[src/rtl/bmc_rst_sequencer.sv]
// BMC reset sequencer: arbitrates reset requests and sequences the BMC system, SSP,
// external and PCIe resets on a shared 1 ms tick.
module bmc_rst_sequencer #(
   parameter int unsigned POR_DLY_MS  = 100,
   parameter int unsigned SSP_DLY_MS  = 5,
   parameter int unsigned ASSERT_MS   = 10,
   parameter int unsigned PCIE_DLY_MS = 100,
   parameter int unsigned NREQ        = 3
) (
   input  logic            i_clk,
   input  logic            i_rst_n,
   input  logic            i_int_1ms_en,
   input  logic [NREQ-1:0] i_rst_req,
   input  logic            i_rc_pcie_rst,
   output logic            o_bmc_srst,
   output logic            o_bmc_ssprst,
   output logic            o_bmc_extrst,
   output logic            o_bmc_pcie_rst,
   output logic [1:0]      o_rst_cause,
   output logic [7:0]      o_rst_cnt,
   output logic            o_busy
);

   typedef enum logic [2:0] {
      StPor     = 3'd0,
      StRelSrst = 3'd1,
      StRun     = 3'd2,
      StAssert  = 3'd3,
      StHold    = 3'd4
   } state_t;

   state_t            r_state;
   state_t            w_state_d;

   logic [NREQ-1:0]   r_req_s1;
   logic [NREQ-1:0]   r_req_s2;
   logic              r_pcie_s1;
   logic              r_pcie_s2;

   logic [7:0]        r_ms_cnt;
   logic [7:0]        w_ms_cnt_d;
   logic [15:0]       r_pcie_cnt;
   logic [15:0]       w_pcie_cnt_d;

   logic [1:0]        r_req_idx;
   logic [1:0]        r_cause;
   logic [7:0]        r_cnt;
   logic              r_srst;
   logic              r_ssp;
   logic              r_pcie;
   logic              r_busy;

   logic [3:0]        w_req_pad;
   logic [1:0]        w_req_idx;
   logic              w_any_req;
   logic              w_cap_hi;
   logic              w_capture;

   always_ff @(posedge i_clk or negedge i_rst_n) begin
      if (!i_rst_n) begin
         r_req_s1  <= '0;
         r_req_s2  <= '0;
         r_pcie_s1 <= 1'b0;
         r_pcie_s2 <= 1'b0;
      end else begin
         r_req_s1  <= i_rst_req;
         r_req_s2  <= r_req_s1;
         r_pcie_s1 <= i_rc_pcie_rst;
         r_pcie_s2 <= r_pcie_s1;
      end
   end

   // Zero-padded so the captured index can address any NREQ without range issues.
   always_comb begin
      w_req_pad = '0;
      w_req_pad[NREQ-1:0] = r_req_s2;
      w_req_idx = '0;
      for (int i = NREQ - 1; i >= 0; i--) begin
         if (w_req_pad[i]) w_req_idx = 2'(i);
      end
   end

   assign w_any_req = |r_req_s2;
   assign w_cap_hi  = w_req_pad[r_req_idx];

   always_comb begin
      w_state_d = r_state;
      w_capture = 1'b0;
      case (r_state)
         StPor: begin
            if (i_int_1ms_en && (r_ms_cnt == 8'(POR_DLY_MS - 1))) w_state_d = StRelSrst;
         end
         StRelSrst: begin
            if (i_int_1ms_en && (r_ms_cnt == 8'(SSP_DLY_MS - 1))) w_state_d = StRun;
         end
         StRun: begin
            if (w_any_req) begin
               w_capture = 1'b1;
               w_state_d = StAssert;
            end
         end
         StAssert: begin
            if (i_int_1ms_en && (r_ms_cnt == 8'(ASSERT_MS - 1))) begin
               w_state_d = w_cap_hi ? StHold : StRelSrst;
            end
         end
         StHold: begin
            if (!w_cap_hi) w_state_d = StRelSrst;
         end
         default: w_state_d = StPor;
      endcase
   end

   // The ms timer restarts on every state change; a tick in the entry cycle counts.
   always_comb begin
      w_ms_cnt_d = r_ms_cnt;
      if (w_state_d != r_state) begin
         w_ms_cnt_d = '0;
      end else if (i_int_1ms_en) begin
         w_ms_cnt_d = r_ms_cnt + 8'd1;
      end
   end

   // Clearing on the next state makes leaving S_RUN drop PCIe reset on the same edge.
   always_comb begin
      w_pcie_cnt_d = r_pcie_cnt;
      if ((w_state_d != StRun) || !r_pcie_s2) begin
         w_pcie_cnt_d = '0;
      end else if (i_int_1ms_en && (r_state == StRun) &&
                   (r_pcie_cnt != 16'(PCIE_DLY_MS))) begin
         w_pcie_cnt_d = r_pcie_cnt + 16'd1;
      end
   end

   always_ff @(posedge i_clk or negedge i_rst_n) begin
      if (!i_rst_n) begin
         r_state    <= StPor;
         r_ms_cnt   <= '0;
         r_pcie_cnt <= '0;
         r_req_idx  <= '0;
         r_cause    <= '0;
         r_cnt      <= '0;
         r_srst     <= 1'b0;
         r_ssp      <= 1'b0;
         r_pcie     <= 1'b0;
         r_busy     <= 1'b1;
      end else begin
         r_state    <= w_state_d;
         r_ms_cnt   <= w_ms_cnt_d;
         r_pcie_cnt <= w_pcie_cnt_d;
         if (w_capture) begin
            r_req_idx <= w_req_idx;
            r_cause   <= w_req_idx + 2'd1;
            if (r_cnt != 8'hFF) r_cnt <= r_cnt + 8'd1;
         end
         r_srst <= (w_state_d == StRelSrst) || (w_state_d == StRun);
         r_ssp  <= (w_state_d == StRun);
         r_pcie <= (w_pcie_cnt_d == 16'(PCIE_DLY_MS));
         r_busy <= (w_state_d != StRun);
      end
   end

   assign o_bmc_srst     = r_srst;
   assign o_bmc_ssprst   = r_ssp;
   assign o_bmc_extrst   = r_ssp;
   assign o_bmc_pcie_rst = r_pcie;
   assign o_rst_cause    = r_cause;
   assign o_rst_cnt      = r_cnt;
   assign o_busy         = r_busy;

endmodule

[config.mk]
export PLATFORM = sky130hd
export DESIGN_NAME = bmc_rst_sequencer
export DESIGN_NICKNAME = d
export VERILOG_FILES = /design/src/rtl/bmc_rst_sequencer.sv
export SDC_FILE = /design/constraint.sdc
export NUM_CORES = 1
export LEC_CHECK = 0
export BUFFER_PORTS_ARGS = -buffer_cell sky130_fd_sc_hd__buf_2
export CORE_MARGIN = 2
export CORE_UTILIZATION = 55
export DETAILED_ROUTE_END_ITERATION = 10
export PLACE_DENSITY = 0.74
export SLEW_MARGIN = 25
export SYNTH_ARGS = -nofsm -noshare
export SYNTH_HDL_FRONTEND = slang
export SYNTH_SLANG_ARGS = --single-unit
[constraint.sdc]
create_clock -name i_clk -period 2.4 [get_ports i_clk]
set_clock_uncertainty 0.1 [all_clocks]
set_input_delay 0.48 -clock i_clk [delete_from_list [all_inputs] [get_ports i_clk]]
set_output_delay 0.48 -clock i_clk [all_outputs]
set_load 0.005 [all_outputs]
==> reports/results.ini <==
[outcome]
outcome=complete, no violations

[pwr]
vdd.ir_drop.worst_mv=0.4560
power.density_nw_per_um2=598.9
total_leakage_power_nw=1.382

[timing]
max_freq_mhz=449.8
report.final.hold_viol_count=0
setup_total_negative_slack_ns=0
finalMaxSlewViolations=0
worst-slew-pin-transition_ns=0.5589
min_period_ns=2.223
final-setup-viol-count=0
rsz0062_at_grt=no
max_slew_margin=0.6274
finalCritPeriodShare=0.9263

[drt]
detailed_routing_iteration_count_for_the_pre_antenna_repair_pass=4
drt_drc_violations_left=0
vias_per_cell=5.414
final_antenna_net_count=0
iteration_0_drc_markers=75
postRouteWirelength_um=4962
wire_per_inst_um=13.52
via_count=1987

[yosys]
synth_seq_cells=51
syn_nets=277
netlist_top_cells_count=50 x sky130_fd_sc_hd__dfrtp_1, 42 x sky130_fd_sc_hd__nor2_1, 18 x sky130_fd_sc_hd__xnor2_1
synth_edf_count=0
yosys_cell_types=55
synth_most_common_cell=sky130_fd_sc_hd__dfrtp_1
synthArstFlopShare=1.000
synth_sequential_area_ratio=0.4686
synth_top_cell_area_share=0.4589
syn-instance-count=264
post_synth.cell_area_avg_um2=10.33
ys.flop_type=sky130_fd_sc_hd__dfrtp_1
synth_top_area_cell=sky130_fd_sc_hd__dfrtp_1
syn-cell-area_um2=2726
synth.area.top_cells=sky130_fd_sc_hd__dfrtp_1 46%, sky130_fd_sc_hd__nor2_1 5.8%, sky130_fd_sc_hd__xnor2_1 5.8%
warning_count_from_the_yosys_run=0

[flow_run]
drv_cap=0

[setup_path]
critical_path_arrival_ns=2.34
setup.worst_path.end_class=flop
reg2reg_slack_ns=0.18
category_of_the_most_critical_setup_path=reg2reg
worst_setup_path_start_kind=flop
count_of_cells_along_the_worst_register_to_register_path=8
worstPathRequired_ns=2.52
crit_path_max_fanout=4

[global_routing]
antenna_found_initial=0
maximum_number_of_pins_on_one_net_before_global_route_repair=30
grt_pass1_vias=1939
global_route.overflow_total=0
grt_overall_usage=0.2013
grt_first_pass_wirelength_um=8542

[clock_tree]
htree_num_levels=2
clk_path_buf_depth=2
cts_made_buffers=5
clk-insertion-delay-late_ns=0.30
root_buffer=sky130_fd_sc_hd__clkbuf_8
clock_tree_sinks=51
worst_setup_hold_path_clk_slew_ns=0.10
clock_tree_from_tritoncts=yes
hold_buffers=0

[cells_and_area]
number_of_nets_in_the_final_layout=312
antenna-diode-count=0
drive_gt1_frac=0.2267
final_area_um2=3118
areaGrowthSynthToFinish_pct=14.36

[floorplanning]
die-width_um=74.41
placement_rows=25
die_area_um2=5536
boundary_pin_count=22
start_util=0.5734
die_y_um=74.41
coreArea_um2=4755

[place]
globalplace.congestion=0.8536
place.port_buffers=21
placedInstanceArea_um2=2977
place_hpwl_um=3667

[min_path]
path_type_of_the_worst_min_delay_path=in2async

[cells in the final DEF, fill, tap and decap left out, types with 2 or more instances in the layout]
| master | instances |
|---|---|
| sky130_fd_sc_hd__buf_4 | 15 |
| sky130_fd_sc_hd__and4bb_2 | 2 |
| sky130_fd_sc_hd__nand2_1 | 16 |
| sky130_fd_sc_hd__nand4b_1 | 2 |
| sky130_fd_sc_hd__or3_1 | 3 |
| sky130_fd_sc_hd__or2_2 | 2 |
| sky130_fd_sc_hd__mux2i_1 | 3 |
| sky130_fd_sc_hd__dfrtp_1 | 49 |
| sky130_fd_sc_hd__clkbuf_8 | 5 |
| sky130_fd_sc_hd__and4_1 | 5 |
| sky130_fd_sc_hd__inv_1 | 9 |
| sky130_fd_sc_hd__nand3_1 | 8 |
| sky130_fd_sc_hd__o22a_1 | 2 |
| sky130_fd_sc_hd__o211ai_1 | 2 |
| sky130_fd_sc_hd__buf_2 | 21 |
| sky130_fd_sc_hd__and3_1 | 5 |
| sky130_fd_sc_hd__o21ai_1 | 2 |
| sky130_fd_sc_hd__xnor2_1 | 18 |
| sky130_fd_sc_hd__ha_1 | 6 |
| sky130_fd_sc_hd__xor2_1 | 14 |
| sky130_fd_sc_hd__mux2_2 | 2 |
| sky130_fd_sc_hd__nor2_1 | 42 |
| sky130_fd_sc_hd__a31oi_1 | 2 |
| sky130_fd_sc_hd__a21oi_1 | 9 |
| sky130_fd_sc_hd__nor4_2 | 2 |
| sky130_fd_sc_hd__nand4_1 | 9 |
| sky130_fd_sc_hd__nor4_1 | 3 |
| sky130_fd_sc_hd__nor3_1 | 4 |
| sky130_fd_sc_hd__and2_1 | 5 |
[through the flow]
| step | power (mW) | hold WS, ns | setup slack, ns | util | cells |
|---|---|---|---|---|---|
| 5_1_grt | 1.972 | 0.08859 | 0.003094 | 0.6558 | 367 |
| 2_1_floorplan | 1.188 | 0.08441 | 0.1998 | - | 264 |
| 6_report | 1.867 | 0.05383 | 0.1768 | 0.6558 | 367 |
| 4_1_cts | 1.895 | 0.07120 | 0.1463 | 0.6505 | 365 |
| 3_3_place_gp | 1.254 | 0.2321 | 0.2217 | 0.6261 | 357 |
| 3_5_place_dp | 1.276 | 0.2347 | 0.1653 | 0.6261 | 357 |
[flip-flops by register name (all words and copies together) (netlist names)]
signal and cells:
r_pcie_cnt 16, o_rst_cnt 8, r_ms_cnt 8, r_req_s1 3, r_req_s2 3, r_state 3, o_rst_cause 2, r_req_idx 2
o_bmc_extrst 1, o_bmc_pcie_rst 1, o_bmc_srst 1, o_busy 1, r_pcie_s1 1, r_pcie_s2 1
[layout make-up]
class,count,area [um2]
fill,390,1637
multi-input combinational,194,1364
sequential,51,1279
timing repair buffer,37,237.7
tap,67,83.83
clock buffer,5,68.82
clock inverter,3,47.55
inverter,10,37.54
[power breakdown]
group	internal, mW	switching (mW)
Sequential	0.921	0.0902
Combinational	0.115	0.129
Clock	0.316	0.296
[cells by family after synthesis]
kind of cell / Yosys count / synth area share
flops: 51 / 0.4686
buf+inv: 19 / 0.03442
xor+xnor: 32 / 0.1028
mux: 5 / 0.01927
fa+ha+maj: 6 / 0.02753
compound gates: 29 / 0.07802
simple gates: 122 / 0.2694
[per-layer routing]
metal	vias to the layer above	global-route usage	wire length, um
li1	996	-	-
met1	955	0.2496	2264
met2	28	0.3520	2485
met3	8	0.04201	140
met4	0	0.06349	72
met5	-	0	0
[final timing paths]
check / startpoint / to
min in group i_clk: i_rst_req[2] / r_req_s1[2]$_DFF_PN0_
worst min register to register: r_pcie_s1$_DFF_PN0_ / r_pcie_s2$_DFF_PN0_
worst max register to register: r_pcie_cnt[1]$_DFF_PN0_ / o_bmc_pcie_rst$_DFF_PN0_
worst min-delay path: i_rst_n / r_pcie_cnt[13]$_DFF_PN0_
max in group asynchronous: i_rst_n / o_busy$_DFF_PN1_
worst max-delay path: r_pcie_cnt[1]$_DFF_PN0_ / o_bmc_pcie_rst$_DFF_PN0_
[worst max-delay path: stages (launching register included)]
cell                       delay [ns]
sky130_fd_sc_hd__dfrtp_1         0.42
sky130_fd_sc_hd__inv_1           0.09
sky130_fd_sc_hd__ha_1            0.15
sky130_fd_sc_hd__nor4bb_2        0.21
sky130_fd_sc_hd__nand4_1         0.16
sky130_fd_sc_hd__buf_4           0.18
sky130_fd_sc_hd__o32a_1          0.29
sky130_fd_sc_hd__a311o_1         0.29
sky130_fd_sc_hd__nor4_2          0.25
[what timing repair did]
action,CTS,global route
endpoints found under the setup margin,0,1
setup buffers,0,2
resized for setup,0,4
Note: power is estimated with default switching activity, not from simulation.
